--- src/rtl/cp_digital_pi.sv ---
// Digital PI loop filter for a charge-pump PLL: an up/down integrator, a registered
// control word with a proportional kick, and run/overlap supervisors for slip and PFD faults.
module cp_digital_pi #(
    parameter int ACC_W = 16,
    parameter int GAIN_W = 8,
    parameter logic [ACC_W-1:0] ACC_INIT = {1'b1, {(ACC_W-1){1'b0}}},
    parameter int RUN_THRESH = 64,
    parameter int OVL_MAX = 8
) (
    input  logic              clk,
    input  logic              rst_n,
    input  logic              en,
    input  logic              up,
    input  logic              down,
    input  logic [GAIN_W-1:0] gain_up,
    input  logic [GAIN_W-1:0] gain_dn,
    input  logic [2:0]        kp_shift,
    output logic [ACC_W-1:0]  acc_out,
    output logic [ACC_W-1:0]  ctrl_out,
    output logic              sat_hi,
    output logic              sat_lo,
    output logic [1:0]        state_o,
    output logic              slip,
    output logic              pfd_stuck
);

    localparam int CW = ACC_W + GAIN_W + 8;
    localparam int RUN_W = $clog2(RUN_THRESH + 1);
    localparam int OVL_W = $clog2(OVL_MAX + 1);
    localparam logic [ACC_W-1:0] ACC_MAX = '1;
    localparam logic signed [CW-1:0] CTRL_MAX = $signed({{(CW-ACC_W){1'b0}}, ACC_MAX});
    localparam logic [RUN_W-1:0] RUN_LIM = RUN_W'(RUN_THRESH);
    localparam logic [OVL_W-1:0] OVL_LIM = OVL_W'(OVL_MAX);

    typedef enum logic [1:0] {
        IDLE    = 2'd0,
        PUMP_UP = 2'd1,
        PUMP_DN = 2'd2,
        OVERLAP = 2'd3
    } state_t;

    state_t            state_q, state_d;
    logic [ACC_W-1:0]  acc_q, acc_d;
    logic [ACC_W-1:0]  ctrl_q, ctrl_d;
    logic              sat_hi_q, sat_hi_d;
    logic              sat_lo_q, sat_lo_d;
    logic [RUN_W-1:0]  run_q, run_d;
    logic              last_dn_q, last_dn_d;
    logic              slip_q, slip_d;
    logic [OVL_W-1:0]  ovl_q, ovl_d;
    logic              stuck_q, stuck_d;

    logic [ACC_W:0]         acc_sum;
    logic [CW-1:0]          gu_sh, gd_sh;
    logic signed [CW-1:0]   p_term, ctrl_sum;

    always_comb begin
        state_d   = state_q;
        acc_d     = acc_q;
        ctrl_d    = ctrl_q;
        sat_hi_d  = sat_hi_q;
        sat_lo_d  = sat_lo_q;
        run_d     = run_q;
        last_dn_d = last_dn_q;
        slip_d    = slip_q;
        ovl_d     = ovl_q;
        stuck_d   = stuck_q;
        p_term    = '0;
        ctrl_sum  = '0;
        acc_sum   = {1'b0, acc_q} + (ACC_W+1)'(gain_up);
        gu_sh     = CW'(gain_up) << kp_shift;
        gd_sh     = CW'(gain_dn) << kp_shift;

        if (en) begin
            unique case ({up, down})
                2'b10: begin
                    state_d = PUMP_UP;
                    acc_d   = acc_sum[ACC_W] ? ACC_MAX : acc_sum[ACC_W-1:0];
                    p_term  = $signed(gu_sh);
                end
                2'b01: begin
                    state_d = PUMP_DN;
                    acc_d   = (acc_q < ACC_W'(gain_dn)) ? '0 : acc_q - ACC_W'(gain_dn);
                    p_term  = -$signed(gd_sh);
                end
                2'b11:   state_d = OVERLAP;
                default: state_d = IDLE;
            endcase

            ctrl_sum = $signed(CW'(acc_d)) + p_term;
            if (ctrl_sum[CW-1])
                ctrl_d = '0;
            else if (ctrl_sum > CTRL_MAX)
                ctrl_d = ACC_MAX;
            else
                ctrl_d = ctrl_sum[ACC_W-1:0];

            sat_hi_d = (acc_d == ACC_MAX);
            sat_lo_d = (acc_d == '0);

            // A pump in the remembered direction extends the run; a reversal restarts it.
            if (up ^ down) begin
                if (down == last_dn_q) begin
                    if (run_q != RUN_LIM)
                        run_d = run_q + RUN_W'(1);
                    if (run_d == RUN_LIM)
                        slip_d = 1'b1;
                end else begin
                    run_d  = RUN_W'(1);
                    slip_d = 1'b0;
                end
                last_dn_d = down;
            end

            if (up & down) begin
                if (ovl_q != OVL_LIM)
                    ovl_d = ovl_q + OVL_W'(1);
                if (ovl_d == OVL_LIM)
                    stuck_d = 1'b1;
            end else begin
                ovl_d = '0;
            end
        end
    end

    always_ff @(posedge clk) begin
        if (!rst_n) begin
            state_q   <= IDLE;
            acc_q     <= ACC_INIT;
            ctrl_q    <= ACC_INIT;
            sat_hi_q  <= (ACC_INIT == ACC_MAX);
            sat_lo_q  <= (ACC_INIT == '0);
            run_q     <= '0;
            last_dn_q <= 1'b0;
            slip_q    <= 1'b0;
            ovl_q     <= '0;
            stuck_q   <= 1'b0;
        end else begin
            state_q   <= state_d;
            acc_q     <= acc_d;
            ctrl_q    <= ctrl_d;
            sat_hi_q  <= sat_hi_d;
            sat_lo_q  <= sat_lo_d;
            run_q     <= run_d;
            last_dn_q <= last_dn_d;
            slip_q    <= slip_d;
            ovl_q     <= ovl_d;
            stuck_q   <= stuck_d;
        end
    end

    assign acc_out   = acc_q;
    assign ctrl_out  = ctrl_q;
    assign sat_hi    = sat_hi_q;
    assign sat_lo    = sat_lo_q;
    assign state_o   = state_q;
    assign slip      = slip_q;
    assign pfd_stuck = stuck_q;

endmodule

--- config.mk ---
export PLATFORM = sky130hd
export DESIGN_NAME = cp_digital_pi
export DESIGN_NICKNAME = d
export VERILOG_FILES = /design/src/rtl/cp_digital_pi.sv
export SDC_FILE = /design/constraint.sdc
export NUM_CORES = 1
export LEC_CHECK = 0
export ABC_CLOCK_PERIOD_IN_PS = 5800
export CAP_MARGIN = 30
export CORE_UTILIZATION = 55
export DETAILED_ROUTE_END_ITERATION = 16
export GPL_ROUTABILITY_DRIVEN = 0
export GPL_TIMING_DRIVEN = 0
export PLACE_DENSITY = 0.77
export SLEW_MARGIN = 15
export SYNTH_ARGS = -nofsm -noshare
export SYNTH_HDL_FRONTEND = slang
export SYNTH_SLANG_ARGS = --single-unit
--- constraint.sdc ---
create_clock -name clk -period 5.8 [get_ports clk]
set_input_delay 0.58 -clock clk [delete_from_list [all_inputs] [get_ports clk]]
set_output_delay 0.58 -clock clk [all_outputs]
set_load 0.01 [all_outputs]
**Word-level counts from Yosys, hierarchy flattened**

Index checks and enable logic that the tools add are counted.
Widths: inputs -> output; s select.

- Input port bits: 24
- Register bits after elaboration: 50

- Eq/ne operators: 10
- Reduce and logical (&&, ||, !) cells: 4
- $lt $le $gt $ge: 2
- Mux-type cells: 20
- Bitwise logic cells: 2
- $add $sub $neg: 6
- Shifts and indexed selects: 2

Operators with widths:

| cell | count |
|---|---|
| $mux 16 | 5 |
| $pmux 32 s2 | 1 |
| $shl 8x3->32 | 2 |
| $mux 7 | 5 |
| $add 17x32->32 | 1 |
| $gt 32x17->1 const B | 1 |
| $mux 32 | 1 |
| $neg 32->32 | 1 |
| $pmux 16 s2 | 1 |
| $add 16x8->17 | 1 |
| $eq 16x16->1 const B | 1 |
| $logic_not 16->1 | 1 |
| $lt 16x8->1 | 1 |
| $mux 4 | 4 |
| $sub 16x8->16 | 1 |
| $add 7x1->7 const B | 1 |
| $eq 7x7->1 const B | 1 |
| $ne 7x7->1 const B | 1 |
| $pmux 2 s3 | 1 |
| $reduce_and 3->1 | 2 |
| $add 4x1->4 const B | 1 |
| $eq 2x2->1 const B | 2 |
| $eq 4x4->1 const B | 1 |
| $ne 4x4->1 const B | 1 |
| other kinds (7) | 8 |

**Depth between registers and ports, before layout**

- Word-level depth: 8
- Gate-level depth with buffers: 25
- Mapped depth without buffers: 22

**Worst setup path before layout**

No wires, ideal clock.

- Path type: input to register
- Start point: input port kp_shift[1]
- End point: register ctrl_q[0], in the netlist ctrl_out[0]
- Arrival: 4772 ps
- Slack: 909 ps
- Library setup time: 118 ps
- Data required time: 5682 ps
- Cell stages on the path: 22
- Path through: clkbuf_1 -> buf_1 -> buf_1 -> clkbuf_1 -> or3_1 -> ha_1 -> nor2b_1 -> nand2_1 -> a211oi_1 -> ha_1 -> a32o_1 -> ha_1 -> a21o_1 -> a21oi_1 -> o21ai_0 -> a211oi_1 -> o2111ai_1 -> a21oi_1 -> a22oi_2 -> buf_4 -> nor3_1 -> o21ai_1

- Word-level cells in the longest chain between the ends: 8
- Elaborated cells on any way between the ends: 9
- Those cells by class: 2 x add/sub; 1 x order compare; 2 x shift; 4 x mux

RTL lines:

| what | RTL line | RTL |
|---|---|---|
| from (decl) | 17 | `input logic [2:0] kp_shift,` |
| $shl 8x3->32 | 72 | `gd_sh = CW'(gain_dn) << kp_shift;` |
| $neg 32->32 | 84 | `p_term = -$signed(gd_sh);` |
| $pmux 32 s2 (*) | 75 | `unique case ({up, down})` |
| $mux 32 (*) | 74 | `if (en) begin` |
| $add 17x32->32 (*) | 90 | `ctrl_sum = $signed(CW'(acc_d)) + p_term;` |
| $gt 32x17->1 | 93 | `else if (ctrl_sum > CTRL_MAX)` |
| $mux 16 | 93 |  |
| $mux 16 (*) | 91 | `if (ctrl_sum[CW-1])` |
| to (signal assigned) | 141 | `ctrl_q <= ctrl_d;` |
| to (decl) | 44 | `logic [ACC_W-1:0] ctrl_q, ctrl_d;` |

Mark *: on every way between the ends. The rest lies on a longest branch, timed or not. The select of a mux whose other input is x is not followed.
A chain may end at the register's enable or synchronous reset.

**Worst setup path after layout**

- Start point: input port gain_dn[2]
- End point: register ctrl_q[4], in the netlist ctrl_out[4]

- Word-level cells in the longest chain between the ends: 8
- Elaborated cells on any way between the ends: 13
- Those cells by class: 3 x add/sub; 2 x order compare; 1 x shift; 7 x mux

RTL lines:

| what | RTL line | RTL |
|---|---|---|
| from (decl) | 16 | `input logic [GAIN_W-1:0] gain_dn,` |
| $shl 8x3->32, or another cell as far along | 72 |  |
| $neg 32->32 or $mux 16 (tied branches) | 84, 83 |  |
| $pmux 32 s2 or $pmux 16 s2 (tied branches) | 75 |  |
| $mux 32 or $mux 16 (tied branches) | 74 |  |
| $add 17x32->32 (*) | 90 |  |
| $gt 32x17->1 | 93 |  |
| $mux 16 | 93 |  |
| $mux 16 (*) | 91 |  |

Marks and branches as above.

==> run metrics <==
fin. max-slew vios 0; GRT overflow 0; Peak Freq 180.3 MHz; Crit. End Element flip-flop; antenna cells 0; Clock transition at path regs 0.10 ns; crit path time final ~5.5 ns; Async SR Flop Fraction 0%; reg2reg start acc_out[0]$_SDFFE_PN0P_; status finished, final reports clean; worst reg2reg setup slack 0.47 ns; CP startpoint kind input port; count of cell types in the netlist 85; Starting Density 56.60%; Post-Syn Area 6136 µm²; Area Overhead vs Synth 14.66%; DP Cell Count 1048; average cell area after synthesis a little over 7 µm²; Setup violations, final 0; pin count of the biggest net entering global routing 18; wire per inst 18.16 µm; worst reg2reg path endpoint ctrl_out[4]$_SDFFE_PN0P_; WHS 0.4502 ns; Req. time, crit path 6.05 ns; Pre-antenna DRT Iters 7; CP endpoint ctrl_out[4]$_SDFFE_PN0P_; Tot GR Track Use about a third; row count 38; I/O Buffers 58; MaxCap Viol Count 0; CP Launch Point gain_dn[2]; maximum vdd drop roughly 0.13 mV; die span in y 107.6 µm; Final Cycle Share 95.63%; core footprint 10840 µm²; EDFF count, synth 0; # H-tree levels 2; RSZ-0062 raised after global routing false; Synth Instances 850; PwrDens 179.8 nW/µm²; Worst slew margin between 50% and 60%; detailed placer's ending HPWL 15000 µm; vias in the first global route 6156; Worst-Margin Slew 0.7319 ns; wire length on met2 8607 µm; Longest Clk Path Bufs 2; Post-Layout Cell Count 1053; Root Driver clkbuf_8; R2R depth 22; Die Wd between 100 and 150 µm; Filler cells 996; WL met1 8140 µm; metal3 WL 1549 µm; num ports 62; pre-CTS setup slack -0.3187 ns; routed vias/inst 6.555; Post-route DRC 0; drt initial violations 683; CP cell instances clkdlybuf4s50_1 > inv_1 > ha_1 > nor2b_1 > o31a_1 > o22a_1 > buf_2 > o21ai_2 > or2_2 > a22oi_1 > a32oi_1 > inv_1 > ha_1 > a21o_1 > a31oi_1 > a21oi_1 > o22ai_2 > o21ai_0 > a22oi_2 > buf_4 > nor2_1 > a32oi_1; post-route clock skew 0.01943 ns; first-pass GRT wire length 30620 µm; Routed Antenna Nets 0; initial antenna violation count 0; Final Hold Viols 0; Routed WL 19120 µm; top cells by area, synth dfxtp_1 16%, ha_1 8.6%, a21oi_1 6.0%; highest routed layer met4; CP max stage delay 0.62 ns; # nets final 980; Post-Syn Nets slightly above 900; layout cells sized above 1 between 8 and 9%; worst-skew pair later-pin latency 0.33 ns; Yosys top cell area share 16.31%; CP max FO 10; Ys Warns 0; TritonCTS clock tree done; Yosys reg bits 50; sequential-to-total area share from yosys stat 16.31%; total die area between 10000 and 15000 µm²; TritonCTS Buffers 5; Clock Sinks 50; Pleak 2.877 nW; total vias in the final route 6902; Slowest cell on crit path clkdlybuf4s50_1; Top FF cell, synth dfxtp_1; Worst EP arrival roughly 5.8 ns; CP Class input port to flip-flop; Worst Hold Class flip-flop to flip-flop; cell taking the most area after synthesis dfxtp_1; worst setup margin about 0.25 ns
-- routing by layer --
metal	GRT usage (%)	vias to the layer above
met3	3.511	71
met1	44.27	3162
met2	53.21	411
met5	0	-
met4	15.17	0
li1	-	3258
-- critical path: cells and delay by family --
| family | cells | cell delay [ns] |
|---|---|---|
| AO/OA/AOI/OAI | 12 | 2.71 |
| buffers and inverters | 5 | 1.26 |
| adder cells (fa/ha/maj) | 2 | 0.79 |
| AND/OR/NAND/NOR | 3 | 0.44 |
-- cells in the mapped netlist (all sizes together) (11+ instances only) --
| cell | count |
|---|---|
| a211oi | 14 |
| a21o | 20 |
| a21oi | 76 |
| buf | 20 |
| clkbuf | 31 |
| dfxtp | 50 |
| ha | 42 |
| inv | 37 |
| mux2 | 11 |
| mux2i | 16 |
| nand2 | 89 |
| nand3 | 25 |
| nor2 | 67 |
| nor2b | 25 |
| nor3 | 29 |
| o21ai | 74 |
| xnor2 | 23 |
-- how the worst min path moves through the flow --
stage                                      endpoint                 startpoint  slack, ns  cells after the start
after global routing      ctrl_out[12]$_SDFFE_PN0P_  ctrl_out[12]$_SDFFE_PN0P_       0.47                      2
after detailed placement   ctrl_out[3]$_SDFFE_PN0P_   ctrl_out[3]$_SDFFE_PN0P_       0.44                      2
final                      ctrl_out[6]$_SDFFE_PN0P_   ctrl_out[6]$_SDFFE_PN0P_       0.45                      2
after floorplan              last_dn_q$_SDFFE_PN0P_     last_dn_q$_SDFFE_PN0P_       0.46                      2
after global placement    ctrl_out[13]$_SDFFE_PN0P_  ctrl_out[13]$_SDFFE_PN0P_       0.44                      2
after CTS                  ctrl_out[6]$_SDFFE_PN0P_   ctrl_out[6]$_SDFFE_PN0P_       0.45                      2
-- area by class of cell --
type | instances | area (µm²) | area share [%]
Multi-Input combinational cell | 711 | 4800 | 68.22
Sequential cell | 50 | 1001 | 14.23
Timing Repair Buffer | 60 | 598.1 | 8.501
Buffer | 46 | 225.2 | 3.201
Tap cell | 140 | 175.2 | 2.490
Inverter | 38 | 142.6 | 2.027
Clock buffer | 5 | 68.82 | 0.9781
Clock inverter | 3 | 25.02 | 0.3557
-- what timing repair did --
action,in CTS,in global routing
resized for setup,1,17
setup buffers,0,2
setup endpoints to repair,1,16
pin swaps,0,1
hold buffers,0,0
gates cloned,0,0
-- per-stage QoR --
step                      cell area (µm²)  util [%]  TNS [ns]  total power [mW]
after floorplan                      6136         -         0            0.8270
after global placement               6892     63.57    -2.679            0.9992
after detailed placement             6892     63.57    -4.185             1.016
after CTS                            6987     64.45         0             1.237
after global routing                 7036     64.90         0             1.336
final                                7036     64.90         0             1.265
-- cells by family after synthesis --
logic type      after synthesis  synth area share (%)
simple gates                310                 25.69
compound gates              296                 32.44
buf+inv                      89                 6.199
flops                        50                 16.31
fa+ha+maj                    44                 9.217
xor+xnor                     32                 4.568
mux                          29                 5.567
-- cells in the final DEF, fill, tap and decap left out, types with 20 or more instances in the layout --
cell type and instances:
clkbuf_1 23, inv_1 37, clkdlybuf4s50_1 57, nor2_1 66, nand3_1 24, xnor2_1 23
ha_1 40, o21ai_0 58, dfxtp_1 50, a21o_1 20, nand2_1 89, a21oi_1 72
nor3_1 27, nor2b_1 25
-- flip-flops by register name, indices dropped and copies added, names as in the netlist --
| name | flops |
|---|---|
| acc_out | 16 |
| ctrl_out | 16 |
| last_dn_q | 1 |
| ovl_q | 4 |
| pfd_stuck | 1 |
| run_q | 7 |
| sat_hi | 1 |
| sat_lo | 1 |
| slip | 1 |
| state_o | 2 |
-- power breakdown --
| group | total, mW | internal (mW) | switching [mW] |
|---|---|---|---|
| registers | 0.391 | 0.368 | 0.0226 |
| logic | 0.649 | 0.266 | 0.383 |
| clock network | 0.225 | 0.0875 | 0.137 |
Note: power is estimated with default switching activity, not from simulation.
